<file path="config.mk">
export PLATFORM = sky130hd
export DESIGN_NAME = cpu_regfile_scoreboard
export DESIGN_NICKNAME = d
export VERILOG_FILES = /design/src/rtl/cpu_regfile_scoreboard.sv
export SDC_FILE = /design/constraint.sdc
export NUM_CORES = 1
export LEC_CHECK = 0
export ABC_AREA = 1
export CORE_ASPECT_RATIO = 1.1
export CORE_MARGIN = 1.5
export CORE_UTILIZATION = 32
export DETAILED_ROUTE_END_ITERATION = 12
export SETUP_SLACK_MARGIN = 0.15
export SLEW_MARGIN = 0
export SYNTH_ARGS = -nofsm -noshare
export SYNTH_HDL_FRONTEND = slang
export SYNTH_SLANG_ARGS = --single-unit
</file>
<file path="constraint.sdc">
create_clock -name clk_i -period 3 [get_ports clk_i]
set_input_delay 0.75 -clock clk_i [delete_from_list [all_inputs] [get_ports clk_i]]
set_output_delay 0.75 -clock clk_i [all_outputs]
set_load 0.01 [all_outputs]
</file>
<file path="src/rtl/cpu_regfile_scoreboard.sv">
`default_nettype none
// ============================================================================
//  Module   : cpu_regfile_scoreboard
//  Purpose  : Two-read / one-write register file with one registered read
//             port pair, write-to-read bypass and a per-register busy
//             (pending-write) scoreboard with double-reservation detection.
//  Revision : 1.0 - initial release
// ============================================================================
module cpu_regfile_scoreboard #(
    parameter int DATA_W   = 32,
    parameter int ADDR_W   = 4,
    parameter int ZERO_REG = 0
) (
    input  logic              clk_i,
    input  logic              rst_i,
    input  logic              we_i,
    input  logic [ADDR_W-1:0] waddr_i,
    input  logic [DATA_W-1:0] wdata_i,
    input  logic              re_i,
    input  logic [ADDR_W-1:0] raddr1_i,
    input  logic [ADDR_W-1:0] raddr2_i,
    output logic [DATA_W-1:0] rdata1_o,
    output logic [DATA_W-1:0] rdata2_o,
    output logic              rvalid_o,
    output logic              rbusy1_o,
    output logic              rbusy2_o,
    input  logic              rsv_i,
    input  logic [ADDR_W-1:0] rsv_addr_i,
    output logic              err_o
);

    localparam int   N_REGS    = 2 ** ADDR_W;
    localparam logic c_zero_en = (ZERO_REG != 0);

    logic [DATA_W-1:0] r_regs [N_REGS];
    logic [N_REGS-1:0] r_busy;

    logic [N_REGS-1:0] w_busy_nxt;
    logic              w_wr_en;
    logic              w_rsv_en;
    logic              w_err;
    logic [DATA_W-1:0] w_rd1;
    logic [DATA_W-1:0] w_rd2;

    // Index 0 is inert when hardwired: writes and reservations to it vanish.
    assign w_wr_en  = we_i  && !(c_zero_en && (waddr_i    == '0));
    assign w_rsv_en = rsv_i && !(c_zero_en && (rsv_addr_i == '0));

    // A reservation on a busy register is an error unless the same edge's
    // write retires the pending value (then the new reservation simply wins).
    assign w_err = w_rsv_en && r_busy[rsv_addr_i]
                   && !(w_wr_en && (waddr_i == rsv_addr_i));

    // Next-state busy vector: write clears first, reservation sets last.
    always_comb begin
        w_busy_nxt = r_busy;
        if (w_wr_en) begin
            w_busy_nxt[waddr_i] = 1'b0;
        end
        if (w_rsv_en) begin
            w_busy_nxt[rsv_addr_i] = 1'b1;
        end
    end

    // Read muxes with same-edge write bypass; hardwired zero overrides all.
    always_comb begin
        w_rd1 = r_regs[raddr1_i];
        w_rd2 = r_regs[raddr2_i];
        if (w_wr_en && (waddr_i == raddr1_i)) begin
            w_rd1 = wdata_i;
        end
        if (w_wr_en && (waddr_i == raddr2_i)) begin
            w_rd2 = wdata_i;
        end
        if (c_zero_en && (raddr1_i == '0)) begin
            w_rd1 = '0;
        end
        if (c_zero_en && (raddr2_i == '0)) begin
            w_rd2 = '0;
        end
    end

    // Register storage and busy scoreboard state.
    always_ff @(posedge clk_i) begin
        if (rst_i) begin
            for (int i = 0; i < N_REGS; i++) begin
                r_regs[i] <= '0;
            end
            r_busy <= '0;
        end else begin
            if (w_wr_en) begin
                r_regs[waddr_i] <= wdata_i;
            end
            r_busy <= w_busy_nxt;
        end
    end

    // Registered read results, valid strobe and error pulse.
    always_ff @(posedge clk_i) begin
        if (rst_i) begin
            rdata1_o <= '0;
            rdata2_o <= '0;
            rbusy1_o <= 1'b0;
            rbusy2_o <= 1'b0;
            rvalid_o <= 1'b0;
            err_o    <= 1'b0;
        end else begin
            rvalid_o <= re_i;
            err_o    <= w_err;
            if (re_i) begin
                rdata1_o <= w_rd1;
                rdata2_o <= w_rd2;
                rbusy1_o <= w_busy_nxt[raddr1_i];
                rbusy2_o <= w_busy_nxt[raddr2_i];
            end
        end
    end

endmodule
`default_nettype wire

</file>
==> results.sh <==
export IMPL_hp_class="in -> reg"
export IMPL_synth_fp_nets=3746
export IMPL_hold_start="re_i"
export IMPL_fin_crit_ns=2.45
export IMPL_grt_pass1_vias=25600
export IMPL_instances_no_fill=5028
export IMPL_clockBufferDepth=3
export IMPL_portBuffers=120
export IMPL_timing_rr_start="r_regs[13][4]"
export IMPL_seqPwrFrac_pct=48.1
export IMPL_cts_resized=0
export IMPL_clk_latency_ns=0.67
export IMPL_grt_max_degree=90
export IMPL_finalSetupViolCount=0
export IMPL_max_freq_mhz=408
export IMPL_regToRegSetupSlack_ns=1.60
export IMPL_placed_cells=4918
export IMPL_holdBufCountCts=0
export IMPL_clock_sinks=596
export IMPL_dp_hpwl_um=68900
export IMPL_ys_ff_latch=596
export IMPL_period_share_pct=81.6
export IMPL_via_per_inst=5.54
export IMPL_slowest_stage="clkdlybuf4s50_1"
export IMPL_cts_tree="yes"
export IMPL_cp_top_family="buffers and inverters"
export IMPL_ir_drop_mv=0.456
export IMPL_grtUsageTotal_pct=21.3
export IMPL_p_int_uw=14700
export IMPL_n_antenna_cell=0
export IMPL_io_pin_count=121
export IMPL_busiest_layer="met2"
export IMPL_power_switching_share_pct=27.2
export IMPL_first_iter_violations=3287
export IMPL_crit_buf_inv=1
export IMPL_antenna_found_initial=0
export IMPL_r2r_cells=8
export IMPL_cts_made_buffers=58
export IMPL_die_h_um=335
export IMPL_finalHoldViolCount=0
export IMPL_maxCapViolations=0
export IMPL_core_area_um2=99200
export IMPL_yosysWarnings=0
export IMPL_synthCells=3693
export IMPL_path_max_fanout=2
export IMPL_cts_htree_levels=2
export IMPL_row_count=121
export IMPL_timing_setup_tns_ns=0
export IMPL_grt_use_met3_pct=3.39
export IMPL_drt_pass1_iter_count=6
export IMPL_wl_um=112000
export IMPL_ys_types=34
export IMPL_leakagePower_uw=0.0141
export IMPL_worstSetupPathType="reg -> out"
export IMPL_cts_clk_slew_worst_paths_ns=0.07
export IMPL_ant_nets=0
export IMPL_slew_viol_final=0
export IMPL_grt_pass1_wl_um=164000
export IMPL_use_met1_pct=27.7
export IMPL_holdPathEnd="rdata1_o[0]"
export IMPL_required_ns=2.25
export IMPL_die_area_um2=102000
export IMPL_comb_power_share_pct=14.4
export IMPL_area_delta_synth_final_pct=16.0
export IMPL_use_met2_pct=35.4
export IMPL_critPathMaxStageDelay_ns=0.60
export IMPL_power_density_nw_per_um2=543
export IMPL_gp_congestion=0.903
export IMPL_syn_area_um2=32000
export IMPL_skew_ns=0.0323
export IMPL_pwr_share_clk_pct=37.4
export IMPL_postCtsSetupBuffers=0
export IMPL_overflow=0
export IMPL_whs_path_depth=2
export IMPL_fin_util_pct=37.5
export IMPL_initial_core_util_pct=32.3
export IMPL_run_status="completed"
export IMPL_place_ws_ns=0.160
export IMPL_fin_ws_ns=0.551
export IMPL_drcViolationCount=0
export IMPL_slew_headroom_pct=52.1
export IMPL_grt_setup_unrepaired="no"
export IMPL_critPathCaptureType="primary output"
export IMPL_drive_above_1_share_pct=10.3
export IMPL_start_kind="register"
export IMPL_wl_per_cell_um=22.3
export IMPL_critPathArrivalTime_ns=1.70
export IMPL_r2r_end="rdata2_o[4]"
export IMPL_worstMarginPinSlew_ns=0.718
export IMPL_root_buffer="clkbuf_16"
export IMPL_avgSynthCellArea_um2=8.67
export IMPL_dr_total_vias=27900
export IMPL_p_sw_uw=5480
export IMPL_yosysSeqAreaShare_pct=53.3
export IMPL_die_w_um=305
export IMPL_path_cells="clkdlybuf4s50_1"
export IMPL_num_nets_final=3740
## per-stage QoR
| step | area, um^2 | hold slack, ns | total power (uW) |
|---|---|---|---|
| after floorplan | 32000 | 0.482 | 11600 |
| final | 37200 | 0.508 | 20200 |
| after global routing | 37200 | 0.492 | 20800 |
| after global placement | 35200 | 0.506 | 12700 |
| after CTS | 37200 | 0.483 | 20200 |
| after detailed placement | 35200 | 0.511 | 12700 |
## cell usage after synthesis (all sizes together)
library cell  count  area (um^2)
nand3           515         2580
xnor2             1         8.76
o211ai          256         1920
o22ai             5         31.3
o21bai            1         7.51
edfxtp          512        15400
nand2           373         1400
nand4             1         12.5
a21oi           356         2110
a221oi            1         15.0
nor4              1         6.26
inv             303         1140
a22oi             8         60.1
o2111ai           1         8.76
clkinv           15         56.3
o21ai           359         1800
clkbuf          166          631
dfxtp            84         1680
buf             172         1050
a21boi            3         22.5
nor2            560         2110
## area by class of cell
cell class                      count  area (um^2)
Clock buffer                       75         1580
Clock inverter                     35          348
Fill cell                        9851        62000
Inverter                          318         1200
Multi-Input combinational cell   2441        12200
Sequential cell                   596        17100
Tap cell                         1291         1620
Timing Repair Buffer              272         3140
## sequential cells by signal, indices dropped and copies added, names as in the netlist
register	count
err_o	1
r_busy	16
r_regs	512
rbusy1_o	1
rbusy2_o	1
rdata1_o	32
rdata2_o	32
rvalid_o	1
## cell families (layout without fill, tap and decap cells)
family,Yosys count,in the layout,synth area share (%)
AO/OA/AOI/OAI,990,990,18.6
XOR/XNOR,1,1,0.0273
flip-flops,596,596,53.3
buffers and inverters,656,700,8.98
AND/OR/NAND/NOR,1450,1450,19.1
## placed cells by master (no fill, tap or decap), types with 22 or more instances in the layout
| cell | n |
|---|---|
| a21oi_1 | 269 |
| o211ai_1 | 256 |
| buf_12 | 64 |
| nor2_1 | 557 |
| a21oi_2 | 87 |
| o21ai_0 | 237 |
| clkinv_1 | 22 |
| dfxtp_1 | 84 |
| inv_1 | 295 |
| clkdlybuf4s50_1 | 111 |
| buf_4 | 91 |
| nand3_1 | 498 |
| edfxtp_1 | 512 |
| o21ai_1 | 122 |
| nand2_1 | 357 |
| clkbuf_16 | 60 |
## worst max-delay path by stage
stage                           start             to  slack, ns  cells past startpoint
after floorplan            waddr_i[2]  r_regs[15][0]       0.35                      6
after global placement     waddr_i[1]   rdata2_o[29]       0.20                      9
after detailed placement   waddr_i[1]   rdata2_o[29]       0.16                      9
after CTS                 rdata1_o[6]    rdata1_o[6]       0.55                      1
after global routing      rdata1_o[6]    rdata1_o[6]       0.52                      1
final                     rdata1_o[9]    rdata1_o[9]       0.55                      1
## per-layer routing
layer / vias to the layer above / part of all wire (%)
met1: 13300 / 39
met4: 0 / 4.2
met3: 279 / 9.5
li1: 12800 / -
met2: 1454 / 47
met5: - / 0
## power groups by stage
stage          sequential, uW  combinational (uW)  clock [uW]
2_1_floorplan            9850                1710           0
3_3_place_gp             9860                2850           0
3_5_place_dp             9880                2870           0
4_1_cts                  9700                2880        7650
5_1_grt                  9750                3140        7910
6_report                 9710                2910        7550
Note: power is estimated with default switching activity, not from simulation.
